**src/rtl/commit_recovery_sequencer.sv**
```systemverilog
`default_nettype none
// ============================================================================
// Module      : commit_recovery_sequencer
// Description : Sequences pipeline recovery after the commit stage reports a
//               mis-speculation, trap or fault. Latches the request, drives
//               the pipeline phase, optionally waits for committed stores to
//               drain, walks the active-list flush in FLUSH_WIDTH-entry
//               chunks, then issues one refetch request and waits for its ack.
//
// Ports       : clk, rst                  clock, synchronous active-high reset
//               exceptionDetected         recovery request (sampled in IDLE)
//               refetchTypeIn/recoveryCauseIn  request attributes to latch
//               needDrain                 wait for committed-store queue first
//               flushNum                  active-list entries to flush
//               storeDrained              committed-store queue empty
//               refetchAck                fetch unit accepted the refetch
//               phase                     0 = COMMIT, 1 = RECOVER
//               unableToStartRecovery     busy, new request cannot start
//               flushValid/flushCount     per-cycle flush command
//               refetchReq                refetch request, held until ack
//               refetchType/recoveryCause latched request attributes
//               perfRecoveryCount/Cycles  (RSD_RECOVERY_PERF_COUNTER_EN only)
//
// Config      : RSD_RECOVERY_PERF_COUNTER_EN adds saturating 32-bit counters
//               of recoveries started and of cycles spent recovering.
//
// Revision    : 1.0 - initial release
// ============================================================================
module commit_recovery_sequencer #(
    parameter int AL_COUNT_WIDTH = 7,
    parameter int FLUSH_WIDTH    = 4,
    parameter int REFETCH_WIDTH  = 3,
    parameter int CAUSE_WIDTH    = 5
) (
    input  logic                          clk,
    input  logic                          rst,
    input  logic                          exceptionDetected,
    input  logic [REFETCH_WIDTH-1:0]      refetchTypeIn,
    input  logic [CAUSE_WIDTH-1:0]        recoveryCauseIn,
    input  logic                          needDrain,
    input  logic [AL_COUNT_WIDTH-1:0]     flushNum,
    input  logic                          storeDrained,
    input  logic                          refetchAck,
    output logic                          phase,
    output logic                          unableToStartRecovery,
    output logic                          flushValid,
    output logic [$clog2(FLUSH_WIDTH):0]  flushCount,
    output logic                          refetchReq,
    output logic [REFETCH_WIDTH-1:0]      refetchType,
    output logic [CAUSE_WIDTH-1:0]        recoveryCause
`ifdef RSD_RECOVERY_PERF_COUNTER_EN
    ,
    output logic [31:0]                   perfRecoveryCount,
    output logic [31:0]                   perfRecoveryCycles
`endif
);

    localparam int c_countWidth = $clog2(FLUSH_WIDTH) + 1;
    localparam logic [AL_COUNT_WIDTH-1:0] c_flushWidthAl  = AL_COUNT_WIDTH'(FLUSH_WIDTH);
    localparam logic [c_countWidth-1:0]   c_flushWidthCnt = c_countWidth'(FLUSH_WIDTH);

    localparam logic [1:0] c_stIdle    = 2'd0;
    localparam logic [1:0] c_stDrain   = 2'd1;
    localparam logic [1:0] c_stFlush   = 2'd2;
    localparam logic [1:0] c_stRefetch = 2'd3;

    logic [1:0]                r_state;
    logic [AL_COUNT_WIDTH-1:0] r_remaining;
    logic                      r_phase;
    logic                      r_unable;
    logic                      r_flushValid;
    logic [c_countWidth-1:0]   r_flushCount;
    logic                      r_refetchReq;
    logic [REFETCH_WIDTH-1:0]  r_refetchType;
    logic [CAUSE_WIDTH-1:0]    r_recoveryCause;
    logic [10:0]               r_busyCycles;

    logic [1:0]                w_nextState;
    logic                      w_latch;
    logic [AL_COUNT_WIDTH-1:0] w_flushSrc;
    logic [c_countWidth-1:0]   w_chunk;

    // Next-state logic. w_flushSrc is the number of entries still owed at the
    // edge that moves into (or stays in) FLUSH: the fresh request size when
    // leaving IDLE, otherwise the latched remainder.
    always_comb begin
        w_nextState = r_state;
        w_latch     = 1'b0;
        w_flushSrc  = r_remaining;
        case (r_state)
            c_stIdle: begin
                if (exceptionDetected) begin
                    w_latch    = 1'b1;
                    w_flushSrc = flushNum;
                    if (needDrain)
                        w_nextState = c_stDrain;
                    else if (flushNum != '0)
                        w_nextState = c_stFlush;
                    else
                        w_nextState = c_stRefetch;
                end
            end
            c_stDrain: begin
                if (storeDrained)
                    w_nextState = (r_remaining != '0) ? c_stFlush : c_stRefetch;
            end
            c_stFlush: begin
                // The remainder already accounts for the chunk shown this
                // cycle, so zero means this was the last flush cycle.
                if (r_remaining == '0)
                    w_nextState = c_stRefetch;
            end
            c_stRefetch: begin
                if (refetchAck)
                    w_nextState = c_stIdle;
            end
            default: w_nextState = c_stIdle;
        endcase
    end

    // min(owed, FLUSH_WIDTH); below FLUSH_WIDTH the value fits the count width.
    always_comb begin
        w_chunk = (w_flushSrc >= c_flushWidthAl) ? c_flushWidthCnt
                                                 : w_flushSrc[c_countWidth-1:0];
    end

    // Outputs are registered from the next state so they line up with it.
    always_ff @(posedge clk) begin
        if (rst) begin
            r_state         <= c_stIdle;
            r_remaining     <= '0;
            r_phase         <= 1'b0;
            r_unable        <= 1'b0;
            r_flushValid    <= 1'b0;
            r_flushCount    <= '0;
            r_refetchReq    <= 1'b0;
            r_refetchType   <= '0;
            r_recoveryCause <= '0;
        end else begin
            r_state      <= w_nextState;
            r_phase      <= (w_nextState != c_stIdle);
            r_unable     <= (w_nextState != c_stIdle);
            r_flushValid <= (w_nextState == c_stFlush);
            r_flushCount <= (w_nextState == c_stFlush) ? w_chunk : '0;
            r_refetchReq <= (w_nextState == c_stRefetch);
            if (w_nextState == c_stFlush)
                r_remaining <= w_flushSrc - AL_COUNT_WIDTH'(w_chunk);
            else if (w_latch)
                r_remaining <= flushNum;
            if (w_latch) begin
                r_refetchType   <= refetchTypeIn;
                r_recoveryCause <= recoveryCauseIn;
            end
        end
    end

    // Watchdog on time spent recovering.
    always_ff @(posedge clk) begin
        if (rst || r_state == c_stIdle)
            r_busyCycles <= '0;
        else if (r_busyCycles != '1)
            r_busyCycles <= r_busyCycles + 11'd1;
    end

    a_recoveryBounded: assert property (@(posedge clk) disable iff (rst)
        r_busyCycles <= 11'd1000);

    assign phase                 = r_phase;
    assign unableToStartRecovery = r_unable;
    assign flushValid            = r_flushValid;
    assign flushCount            = r_flushCount;
    assign refetchReq            = r_refetchReq;
    assign refetchType           = r_refetchType;
    assign recoveryCause         = r_recoveryCause;

`ifdef RSD_RECOVERY_PERF_COUNTER_EN
    logic [31:0] r_perfCount;
    logic [31:0] r_perfCycles;

    always_ff @(posedge clk) begin
        if (rst) begin
            r_perfCount  <= '0;
            r_perfCycles <= '0;
        end else begin
            if (r_state == c_stIdle && w_nextState != c_stIdle && r_perfCount != '1)
                r_perfCount <= r_perfCount + 32'd1;
            if (r_state != c_stIdle && r_perfCycles != '1)
                r_perfCycles <= r_perfCycles + 32'd1;
        end
    end

    assign perfRecoveryCount  = r_perfCount;
    assign perfRecoveryCycles = r_perfCycles;
`endif

endmodule
`default_nettype wire

```
**config.mk**
```make
export PLATFORM = sky130hd
export DESIGN_NAME = commit_recovery_sequencer
export DESIGN_NICKNAME = d
export VERILOG_FILES = /design/src/rtl/commit_recovery_sequencer.sv
export SDC_FILE = /design/constraint.sdc
export NUM_CORES = 1
export LEC_CHECK = 0
export ABC_AREA = 1
export BUFFER_PORTS_ARGS = -buffer_cell sky130_fd_sc_hd__buf_4
export CORE_MARGIN = 3
export CORE_UTILIZATION = 50
export CTS_CLUSTER_DIAMETER = 100
export DETAILED_ROUTE_END_ITERATION = 12
export PLACE_DENSITY = 0.78
export SLEW_MARGIN = 10
export SYNTH_ARGS = -nofsm -noshare
export SYNTH_HDL_FRONTEND = slang
export SYNTH_SLANG_ARGS = --single-unit
```
**constraint.sdc**
```tcl
create_clock -name clk -period 2.4 [get_ports clk]
set_clock_uncertainty 0.1 [all_clocks]
set_input_delay 0.12 -clock clk [delete_from_list [all_inputs] [get_ports clk]]
set_output_delay 0.12 -clock clk [all_outputs]
set_load 0.05 [all_outputs]
```
==> results_dict.tcl <==
set metrics [dict create \
    synth-seq-cells 23 \
    tritoncts.num_buffers 3 \
    p_leak_nw 0.791 \
    yosys-mux-area-fraction_pct 0 \
    period_minus_ws_final_ns 2.14 \
    cts_buffer_depth 2 \
    power.density_cell_area_nw_per_um2 754 \
    first_iter_violations 28 \
    flow.area_growth_from_synthesis_pct 33.6 \
    compound_gate_fraction_of_synth_area_pct 10.7 \
    max_freq_ghz 0.468 \
    cts_sinks 23 \
    initial_utilization_pct 56.2 \
    cpLargestDelayFamily "simple AND/OR/NAND/NOR gates" \
    drt_first_pass_iters 4 \
    critPathKind "reg -> reg" \
    critPathBufInv 0 \
    rsz0062_at_grt "false" \
    cp_endpoint_kind "flip-flop" \
    vdd_ir_drop_max_mv 0.490 \
    via_count_of_the_first_global_routing_pass 1109 \
    synth-simple-area-share_pct 38.5 \
    finalNetCount 235 \
    post_synth_xor_area_fraction_pct 0 \
    drc 0 \
    nFillCells 170 \
    post-route-period-util_pct 89.1 \
    hold_viol 0 \
    timing_max_transition_violations_final 0 \
    grt_pass1_wl_mm 4.56 \
    synth_area_um2 1180 \
    syn_nets 189 \
    die-height_um 54.6 \
    rows 16 \
    postSynthAreaPerCell_um2 7.12 \
    cap_viol_max_count 0 \
    core_area_um2 2100 \
    drive_gt1_share_pct 29.4 \
    placement.io_buffers 35 \
    worst_hold_path_type "in -> reg" \
    dpl_cell_area_um2 1460 \
    final_core_utilization_pct 75.1 \
    cpPeakStageDelay_ns 0.36 \
    synth.yosys.warnings 0 \
    r2r_setup_slack_ns 0.26 \
    seq_area_frac_synth_pct 39.0 \
    dr_wl_cell_um 11.8 \
    num_antenna_cells 0 \
    worst-endpoint-arrival_ns 2.24 \
    htree_num_levels 1 \
    die_w_um 54.6 \
    vias 1173 \
    groute.usage.overall_pct 21.4 \
    grt_antenna_before_repair 0 \
    netlist_instances 166 \
    tritoncts_clock_tree "yes" \
    dp.final_hpwl_mm 2.16 \
    fin_area_um2 1580 \
    clkTransAtPathRegs_ns 0.12 \
    top_fanout_value_on_the_critical_path 19 \
    antenna_left 0 \
    startpoint_type "flip-flop" \
    status "finished, final reports clean" \
    finalWirelength_mm 2.81 \
    totalNegativeSetupSlack_ns 0 \
    dominant_combinational_cell_family_by_area_after_synthesis "simple AND/OR/NAND/NOR gates" \
    crit_path_cell_trace "nor2_4 -> nand2_4 -> nand2_1 -> nand2_2 -> nor2_2 -> nand2_2 -> nor2_2 -> or2_2 -> ha_1 -> o21ai_0 -> a21oi_1" \
    globalRoute.totalOverflow 0 \
    boundaryPins 36 \
    cts.root.buffer_cell "clkbuf_4" \
    post_cts_resize_count 0 \
    crit_slowest_cell "dfxtp_1" \
    drt-vias-per-instance 4.93 \
    grt_start_max_net_pins 20 \
    finalSetupViolCount 0 \
    die_footprint_um2 2980 \
    final.hold.worst_slack_ns 0.0364 \
    synth.lib_cells_used.distinct 28 \
    synth-adder-area-share_pct 2.12 \
    clkLatencyLatePin_ns 0.31 \
    place_congestion 0.796 \
    required_time_at_the_worst_slack_endpoint_ns 2.50 \
]
==> report_power, final <==
group          switching [W]  total (W)  internal [W]
clock network       0.000116   0.000181     0.0000650
logic               0.000359   0.000543      0.000184
registers          0.0000287   0.000465      0.000436
total               0.000504    0.00119      0.000685
==> path summary, 6_finish.rpt <==
| kind | start | end | depth (start not counted) |
|---|---|---|---|
| max reg2reg | r_state[1] | r_remaining[1] | 11 |
| max | r_state[1] | r_remaining[1] | 11 |
| min reg2reg | recoveryCause[3] | recoveryCause[3] | 2 |
| min | flushNum[0] | flushCount[0] | 3 |
==> cells by family (layout without fill, tap and decap cells) <==
group	Yosys count	in the layout
buffers and inverters	26	71
AO/OA/AOI/OAI	23	23
adder cells (fa/ha/maj)	2	2
AND/OR/NAND/NOR	90	90
flip-flops	23	23
other	2	2
==> placed cells by master (no fill, tap or decap) <==
cell	instances
nor3_1	1
inv_1	18
a21boi_0	1
or2_2	2
buf_4	35
a21oi_1	5
nand3b_4	1
o21ai_1	1
nor2_1	29
conb_1	2
inv_2	4
a211oi_1	1
nand4_4	1
clkbuf_1	1
nor2_4	2
nor2_2	3
nand2_4	3
nand2_1	32
nor3_2	1
o31ai_1	1
nand2_2	5
dfxtp_1	23
a21oi_2	1
ha_1	2
clkbuf_4	3
dlygate4sd3_1	9
inv_6	1
nand3_1	10
o21ai_0	13
==> cell type report <==
cell class | instances | area, um^2 | share of cell area [%]
Tap cell | 27 | 33.8 | 2.14
Inverter | 23 | 91.3 | 5.79
Multi-Input combinational cell | 117 | 613 | 38.9
Clock buffer | 4 | 26.3 | 1.67
Sequential cell | 23 | 460 | 29.2
Timing Repair Buffer | 44 | 353 | 22.4
==> synthesized netlist by cell type <==
library cell  count  area, um^2
o21ai_0          13        65.1
inv_6             1        8.76
nor2_4            2        22.5
inv_2             4        15.0
nor3_1            1        5.00
nor2_2            3        18.8
buf_4             1        7.51
dfxtp_1          23         460
o31ai_1           1        7.51
inv_1            18        67.6
nand2_2           5        31.3
a21boi_0          1        7.51
nand2_4           3        33.8
or2_2             2        12.5
ha_1              2        25.0
o21ai_1           1        5.00
nand2_1          32         120
clkbuf_1          1        3.75
a211oi_1          1        7.51
nand3b_4          1        20.0
nand3_1          10        50.1
nor3_2            1        10.0
nand4_4           1        21.3
a21oi_2           1        8.76
buf_2             1        5.00
a21oi_1           5        25.0
conb_1            2        7.51
nor2_1           29         109
==> sequential cells by signal, summed over array words and instances (netlist names) <==
register               count
r_remaining                7
recoveryCause              5
flushCount                 3
refetchType                3
r_state                    2
flushValid                 1
refetchReq                 1
unableToStartRecovery      1
==> stage by stage <==
| stage | std cells | setup WS [ns] | total power [W] |
|---|---|---|---|
| floorplan | 166 | 0.549 | 0.000868 |
| global placement | 225 | 0.394 | 0.000987 |
| detailed placement | 225 | 0.316 | 0.00100 |
| CTS | 238 | 0.291 | 0.00119 |
| global route | 238 | 0.114 | 0.00127 |
| finish | 238 | 0.262 | 0.00119 |
==> metal layers <==
layer	share of wire (%)	GRT usage [%]	vias to the layer above	wire, um
met5	0	0	-	0
met4	1.6	7.47	0	45
met3	5.1	3.00	5	142
met2	48	39.2	38	1360
met1	45	24.9	525	1260
li1	-	-	605	-
==> worst register-to-register path, stage by stage, from the launching register on <==
cell and delay [ns]:
dfxtp_1 0.36, nor2_4 0.18, nand2_4 0.17, nand2_1 0.12, nand2_2 0.08, nor2_2 0.14
nand2_2 0.11, nor2_2 0.16, or2_2 0.15, ha_1 0.22, o21ai_0 0.19, a21oi_1 0.06
==> repair_timing <==
item                                   CTS  global route
endpoints found under the hold margin   11             0
buffers inserted                         0             0
hold buffers                             9             0
Power figures use the tool's default switching activity.
